File: src/rtl/prog_load_sequencer.sv
// prog_load_sequencer
//   Program-load controller. Accepts a 32-bit word stream (valid/ready),
//   parses a two-word header (imem word count n_i, dmem word count n_d),
//   then emits 128-bit imem line writes followed by 32-bit dmem word writes
//   on the shared load port.
// Ports:
//   clk        rising-edge clock
//   reset_x    asynchronous active-low reset
//   start      begin a load (honoured only in IDLE, DONE or ERR)
//   in_valid   stream word valid
//   in_data    stream word
//   in_ready   word accepted this cycle when in_valid is also high
//   loading    load-port mux select; holds the core in reset
//   load_addr  byte address (line*16 for imem, word*4 for dmem)
//   load_data  imem line on [127:0], dmem word on [127:96]
//   we_128     imem line write strobe (one cycle)
//   we_32      dmem word write strobe (one cycle)
//   done       sticky load-complete flag
//   err        sticky header-error flag
module prog_load_sequencer #(
    parameter int IMEM_LINES = 512,
    parameter int DMEM_WORDS = 4096
) (
    input  logic         clk,
    input  logic         reset_x,
    input  logic         start,
    input  logic         in_valid,
    input  logic [31:0]  in_data,
    output logic         in_ready,
    output logic         loading,
    output logic [31:0]  load_addr,
    output logic [127:0] load_data,
    output logic         we_128,
    output logic         we_32,
    output logic         done,
    output logic         err
);

    localparam int LW = $clog2(IMEM_LINES) + 1;
    localparam int IW = $clog2(DMEM_WORDS) + 1;
    localparam logic [31:0] MAX_I = 32'(4 * IMEM_LINES);
    localparam logic [31:0] MAX_D = 32'(DMEM_WORDS);

    typedef enum logic [2:0] {
        ST_IDLE  = 3'd0,
        ST_HDR_I = 3'd1,
        ST_HDR_D = 3'd2,
        ST_IMEM  = 3'd3,
        ST_DMEM  = 3'd4,
        ST_FLUSH = 3'd5,
        ST_DONE  = 3'd6,
        ST_ERR   = 3'd7
    } state_t;

    state_t          state_r;
    state_t          state_nxt_s;
    logic            in_ready_r;
    logic            loading_r;
    logic            done_r;
    logic            err_r;
    logic [31:0]     load_addr_r;
    logic [127:0]    load_data_r;
    logic            we_128_r;
    logic            we_32_r;
    logic [LW-1:0]   line_cnt_r;
    logic [LW-1:0]   n_lines_r;
    logic [IW-1:0]   idx_r;
    logic [IW-1:0]   n_d_r;
    logic [1:0]      pack_cnt_r;
    logic [95:0]     pack_buf_r;

    logic            beat_s;
    logic            start_s;
    logic            imem_last_s;
    logic            dmem_last_s;
    logic            hdr_i_bad_s;
    logic            hdr_d_bad_s;

    assign in_ready  = in_ready_r;
    assign loading   = loading_r;
    assign done      = done_r;
    assign err       = err_r;
    assign load_addr = load_addr_r;
    assign load_data = load_data_r;
    assign we_128    = we_128_r;
    assign we_32     = we_32_r;

    assign beat_s      = in_valid && in_ready_r;
    assign start_s     = start && ((state_r == ST_IDLE) || (state_r == ST_DONE) || (state_r == ST_ERR));
    // Header bounds guarantee these counters never wrap inside a legal load.
    assign imem_last_s = (pack_cnt_r == 2'd3) && ((line_cnt_r + LW'(1)) == n_lines_r);
    assign dmem_last_s = ((idx_r + IW'(1)) == n_d_r);
    assign hdr_i_bad_s = (in_data[1:0] != 2'b00) || (in_data > MAX_I);
    assign hdr_d_bad_s = (in_data > MAX_D);

    // Next-state decode.
    always_comb begin
        state_nxt_s = state_r;
        case (state_r)
            ST_IDLE, ST_DONE, ST_ERR: begin
                if (start) state_nxt_s = ST_HDR_I;
                else       state_nxt_s = state_r;
            end
            ST_HDR_I: begin
                if (beat_s) state_nxt_s = hdr_i_bad_s ? ST_ERR : ST_HDR_D;
                else        state_nxt_s = state_r;
            end
            ST_HDR_D: begin
                if (!beat_s)                  state_nxt_s = state_r;
                else if (hdr_d_bad_s)         state_nxt_s = ST_ERR;
                else if (n_lines_r != '0)     state_nxt_s = ST_IMEM;
                else if (in_data != 32'd0)    state_nxt_s = ST_DMEM;
                else                          state_nxt_s = ST_FLUSH;
            end
            ST_IMEM: begin
                if (beat_s && imem_last_s) state_nxt_s = (n_d_r != '0) ? ST_DMEM : ST_FLUSH;
                else                       state_nxt_s = state_r;
            end
            ST_DMEM: begin
                if (beat_s && dmem_last_s) state_nxt_s = ST_FLUSH;
                else                       state_nxt_s = state_r;
            end
            ST_FLUSH: state_nxt_s = ST_DONE;
            default:  state_nxt_s = ST_IDLE;
        endcase
    end

    // State register plus status outputs registered from the next state.
    always_ff @(posedge clk or negedge reset_x) begin
        if (!reset_x) begin
            state_r    <= ST_IDLE;
            in_ready_r <= 1'b0;
            loading_r  <= 1'b1;
            done_r     <= 1'b0;
            err_r      <= 1'b0;
        end else begin
            state_r    <= state_nxt_s;
            in_ready_r <= (state_nxt_s == ST_HDR_I) || (state_nxt_s == ST_HDR_D) ||
                          (state_nxt_s == ST_IMEM)  || (state_nxt_s == ST_DMEM);
            loading_r  <= (state_nxt_s != ST_DONE);
            done_r     <= (state_nxt_s == ST_DONE);
            err_r      <= (state_nxt_s == ST_ERR);
        end
    end

    // Header latching, line packing, counters and registered write strobes.
    always_ff @(posedge clk or negedge reset_x) begin
        if (!reset_x) begin
            load_addr_r <= 32'd0;
            load_data_r <= 128'd0;
            we_128_r    <= 1'b0;
            we_32_r     <= 1'b0;
            line_cnt_r  <= '0;
            n_lines_r   <= '0;
            idx_r       <= '0;
            n_d_r       <= '0;
            pack_cnt_r  <= 2'd0;
            pack_buf_r  <= 96'd0;
        end else begin
            we_128_r <= 1'b0;
            we_32_r  <= 1'b0;
            if (start_s) begin
                line_cnt_r <= '0;
                n_lines_r  <= '0;
                idx_r      <= '0;
                n_d_r      <= '0;
                pack_cnt_r <= 2'd0;
            end else if (beat_s) begin
                case (state_r)
                    ST_HDR_I: n_lines_r <= in_data[LW+1:2];
                    ST_HDR_D: n_d_r     <= in_data[IW-1:0];
                    ST_IMEM: begin
                        if (pack_cnt_r == 2'd3) begin
                            // Oldest word lands in [127:96], this beat in [31:0].
                            load_data_r <= {pack_buf_r, in_data};
                            load_addr_r <= 32'({line_cnt_r, 4'b0000});
                            we_128_r    <= 1'b1;
                            line_cnt_r  <= line_cnt_r + LW'(1);
                            pack_cnt_r  <= 2'd0;
                        end else begin
                            pack_buf_r  <= {pack_buf_r[63:0], in_data};
                            pack_cnt_r  <= pack_cnt_r + 2'd1;
                        end
                    end
                    ST_DMEM: begin
                        load_data_r <= {in_data, 96'd0};
                        load_addr_r <= 32'({idx_r, 2'b00});
                        we_32_r     <= 1'b1;
                        idx_r       <= idx_r + IW'(1);
                    end
                    default: begin
                        load_addr_r <= load_addr_r;
                    end
                endcase
            end else begin
                pack_cnt_r <= pack_cnt_r;
            end
        end
    end

endmodule

File: config.mk
export PLATFORM = sky130hd
export DESIGN_NAME = prog_load_sequencer
export DESIGN_NICKNAME = d
export VERILOG_FILES = /design/src/rtl/prog_load_sequencer.sv
export SDC_FILE = /design/constraint.sdc
export NUM_CORES = 1
export LEC_CHECK = 0
export ABC_AREA = 1
export CAP_MARGIN = 5
export CORE_ASPECT_RATIO = 1.5
export CORE_MARGIN = 5
export CORE_UTILIZATION = 49
export CTS_CLUSTER_SIZE = 12
export DETAILED_ROUTE_END_ITERATION = 10
export GPL_TIMING_DRIVEN = 1
export PLACE_DENSITY_LB_ADDON = 0.25
export SYNTH_ARGS = -nofsm -noshare
export SYNTH_HDL_FRONTEND = slang
export SYNTH_SLANG_ARGS = --single-unit
export TNS_END_PERCENT = 5
File: constraint.sdc
create_clock -name clk -period 2 [get_ports clk]
set_input_delay 0.4 -clock clk [delete_from_list [all_inputs] [get_ports clk]]
set_output_delay 0.4 -clock clk [all_outputs]
set_load 0.03 [all_outputs]
==> run_results.csv <==
group,metric,value,unit
power_and_ir_drop,p_per_area,1202,mW/mm2
global_route,grt_pass1_vias,11360,
critical_path,critical_path.top_delay_family,"simple AND/OR/NAND/NOR gates",
run,max_cap_violations,0,
critical_path,crit_buf_inv,1,
critical_path,startpoint_type,"flop",
cells_and_area,stdcell_count,2088,
route,drt_iter0_drc,654,
route,firstDrtPassIters,5,
critical_path,path_cells,"buf_6 > nand2_1 > nor2_4 > nand2_2 > o21ai_2 > nand2_1 > nand2_1 > nand3_2 > nor2_4 > nand2_2 > nand2_4 > nand4_4 > o21bai_1 > nand2_1",
sta,setup_violations,4,
floorplan,die-area,0.02973,mm2
cells_and_area,nNetsFinal,1787,
power_and_ir_drop,p_int,12.74,mW
route,routed_wl,36.95,mm
power_and_ir_drop,irDropWorstVdd,0.9215,mV
sta,drv_slew,0,
hold_path,whs_path_depth,3,
placed_design,place_inst,2044,
cts,cts_tree,"built",
synthesis,synth_area,0.01290,mm2
floorplan,io_pins,202,
synthesis,yosysWarnings,0,
synthesis,syn_inst,1493,
sta,final_hold_viol_count,0,
synthesis,syn_avg_cell_area,8.638,um2
critical_path,crit_cells,14,
route,drc_errors,0,
power_and_ir_drop,comb_power_share,0.334,
critical_path,cp_max_fo,7,
critical_path,path_class,"reg2reg",
critical_path,crit_path_end_kind,"flop",
route,drt-wirelength-per-cell,17.69,um
cts,cts_buffer_depth,3,
floorplan,num_rows,72,
global_route,grt_pass1_wl,60.06,mm
route,via_count,11040,
power_and_ir_drop,power.leakage,8.258,nW
power_and_ir_drop,seqPwrFrac,0.412,
run_status,violations,"negative setup slack",
hold_path,hold_path.class,"in2reg",
cts,root_buffer,"clkbuf_16",
sta,period_needed,2.120,ns
critical_path,r2r_cells,14,
placed_design,dp_hpwl,26.76,mm
power_and_ir_drop,switching_share,0.3668,
global_route,grt_max_degree,84,
sta,grt_setup_unrepaired,"yes",
cts,cts_buffers,29,
route,vias_per_cell,5.288,
floorplan,core,0.02585,mm2
cts,clock_sinks,294,
global_route,antenna_found_initial,0,
sta,worst_pin_slew,0.5416,ns
power_and_ir_drop,p_switching,7.381,mW
global_route,overflow,0,
sta,skew,0.01708,ns
global_route,gr-usage-all-layers,0.2516,
route,postRouteAntennaNets,0,
synthesis,yosysSeqAreaShare,0.5706,
placed_design,dp_slack,-0.6168,ns
cells_and_area,syn_to_final_growth,29.80,%
sta,setup_ws,-0.1198,ns
placed_design,io_buffer_count,182,
floorplan,die_y,208.7,um
run_status,outcome,"complete, but fails checks",
floorplan,die_width,142.5,um
critical_path,critPathMostFrequentCell,"nand2_1",
critical_path,crit_arrival,2.56,ns
sta,fin_crit_sh,1.060,
sta,hold_ws,0.2222,ns
power_and_ir_drop,p_clk_frac,0.254,
cells_and_area,final_layout_size_suffix_gt1_frac,0.1271,
sta,slew_headroom,0.6389,
cts,clk-insertion-delay-late,0.55,ns
sta,tns,-0.3155,ns
synthesis,synth_cell_types,36,
critical_path,slowest_stage,"dfrtp_1",
cts,path_clk_slew,0.06,ns
synthesis,ys_ff_latch,294,
sta,fmax,0.4718,GHz
cells_and_area,n_antenna_cell,0,
critical_path,cp.required,2.44,ns
cells_and_area,fin_util,0.6475,
critical_path,critPathMaxStageDelay,0.40,ns
floorplan,initial_core_util,0.4988,
cts,htree_levels,1,
placed_design,place_congestion,0.9311,
cells by family (layout without fill, tap and decap cells):
logic type,after synthesis,in the layout,share of synthesized area
compound gates,298,298,0.1230
xor+xnor,4,4,0.004851
fa+ha+maj,3,3,0.002911
flops,294,294,0.5706
buf+inv,257,501,0.08344
other cells,1,19,0.0002908
simple gates,636,636,0.2149
final cells by class:
type | count | area [um2]
multi-input cells | 960 | 4682
clock buffers | 36 | 782.0
flip-flops and latches | 294 | 7360
repair buffers | 306 | 2841
fillers | 2207 | 9115
well taps | 333 | 416.7
clock inverters | 2 | 60.06
inverters | 157 | 598.1
state kept, by name, indices dropped and copies added, names as in the netlist:
name,flops
state_r,3
load_data,128
pack_cnt_r,2
loading,1
idx_r,13
in_ready,1
done,1
pack_buf_r,96
err,1
n_d_r,13
load_addr,13
we_32,1
we_128,1
n_lines_r,10
line_cnt_r,10
tightest hold or removal path, cell delays in order:
cell and delay, ns:
dlymetal6s2s_1 0.18, inv_2 0.09, o21ai_1 0.06
cells in the mapped netlist, drive strengths merged:
cell / number / area (um2)
clkbuf: 47 / 176.4
buf: 53 / 309.0
ha: 3 / 37.54
dfstp: 1 / 26.28
o21bai: 1 / 7.510
a21oi: 9 / 45.04
nand4: 16 / 106.4
inv: 153 / 574.3
dfrtp: 293 / 7332
a22oi: 1 / 21.27
nand2: 349 / 1338
nand3b: 8 / 63.81
o22ai: 16 / 100.1
nand3: 145 / 725.7
nor2: 102 / 451.7
o21ai: 229 / 1150
clkinv: 4 / 16.26
a31oi: 42 / 262.8
xor2: 2 / 17.52
xnor3: 2 / 45.04
nor3: 11 / 55.05
or2: 2 / 12.51
conb: 1 / 3.750
nor4: 3 / 18.77
routing by layer:
layer	track usage	share of wire	up-vias	wire, um
met4	0.08987	0.036	0	1316
met3	0.04872	0.059	74	2177
met5	0	0	-	0
li1	-	-	5351	-
met2	0.4434	0.52	298	19250
met1	0.3043	0.38	5318	14210
power by group through the flow:
| stage | clock network (mW) | registers (mW) | logic, mW |
|---|---|---|---|
| floorplan | 0 | 9.21 | 3.00 |
| global placement | 0 | 8.33 | 6.60 |
| detailed placement | 0 | 8.37 | 6.74 |
| CTS | 5.21 | 8.27 | 6.57 |
| global route | 5.45 | 8.45 | 7.39 |
| finish | 5.12 | 8.29 | 6.71 |
final timing paths:
kind,slack (ns),endpoint,startpoint
setup / recovery,-0.12,in_ready,line_cnt_r[0]
hold / removal,0.22,load_data[23],in_data[23]
setup reg to reg,-0.12,in_ready,line_cnt_r[0]
hold reg to reg,0.48,pack_buf_r[57],pack_buf_r[57]
max in group asynchronous,0.90,loading,reset_x
min in group asynchronous,0.40,we_32,reset_x
what timing repair did:
item | 4_1_cts | 5_1_grt
setup buffers | 1 | 4
hold buffers | 1 | 0
hold endpoints to repair | 51 | 0
gates resized for setup | 112 | 36
pin swaps | 1 | 12
cloned | 0 | 0
setup endpoints to repair | 112 | 82
layout by cell type (no fill, tap or decap), types with 2 or more instances in the layout:
cell type        netlist  layout
nor2_2                 6       9
dlygate4sd2_1          0     106
inv_2                  8       9
nand2_1              338     332
a21oi_2                0       2
a21oi_1                9       7
xnor3_1                2       2
clkbuf_8               0       3
buf_4                 25     105
a31oi_1               42      42
or2_2                  2       2
o21ai_1               71      71
nor2_1                90      81
nor4_1                 3       3
bufinv_16              0       2
nand3_2                0       3
nor3_1                11      11
nand2_4                0       4
conb_1                 1      19
o22ai_1               16      16
inv_1                145     142
dfrtp_1              293     292
clkbuf_16              0      29
dlymetal6s2s_1         0       6
nor2_4                 5      11
nand2_2               11      13
buf_6                  0       3
nand4_1               15      15
o21ai_0              157     157
nand3b_1               7       7
clkdlybuf4s50_1        0      69
xor2_1                 2       2
nand3_1              145     142
clkbuf_1              47       4
ha_4                   0       2
clkinv_1               3       3
buf_12                 0      15
stage by stage:
step | instance area (um2) | power [mW]
2_1_floorplan | 12960 | 12.21
3_3_place_gp | 15830 | 14.93
3_5_place_dp | 15830 | 15.11
4_1_cts | 16580 | 20.04
5_1_grt | 16740 | 21.29
6_report | 16740 | 20.12
Power figures use the tool's default switching activity.
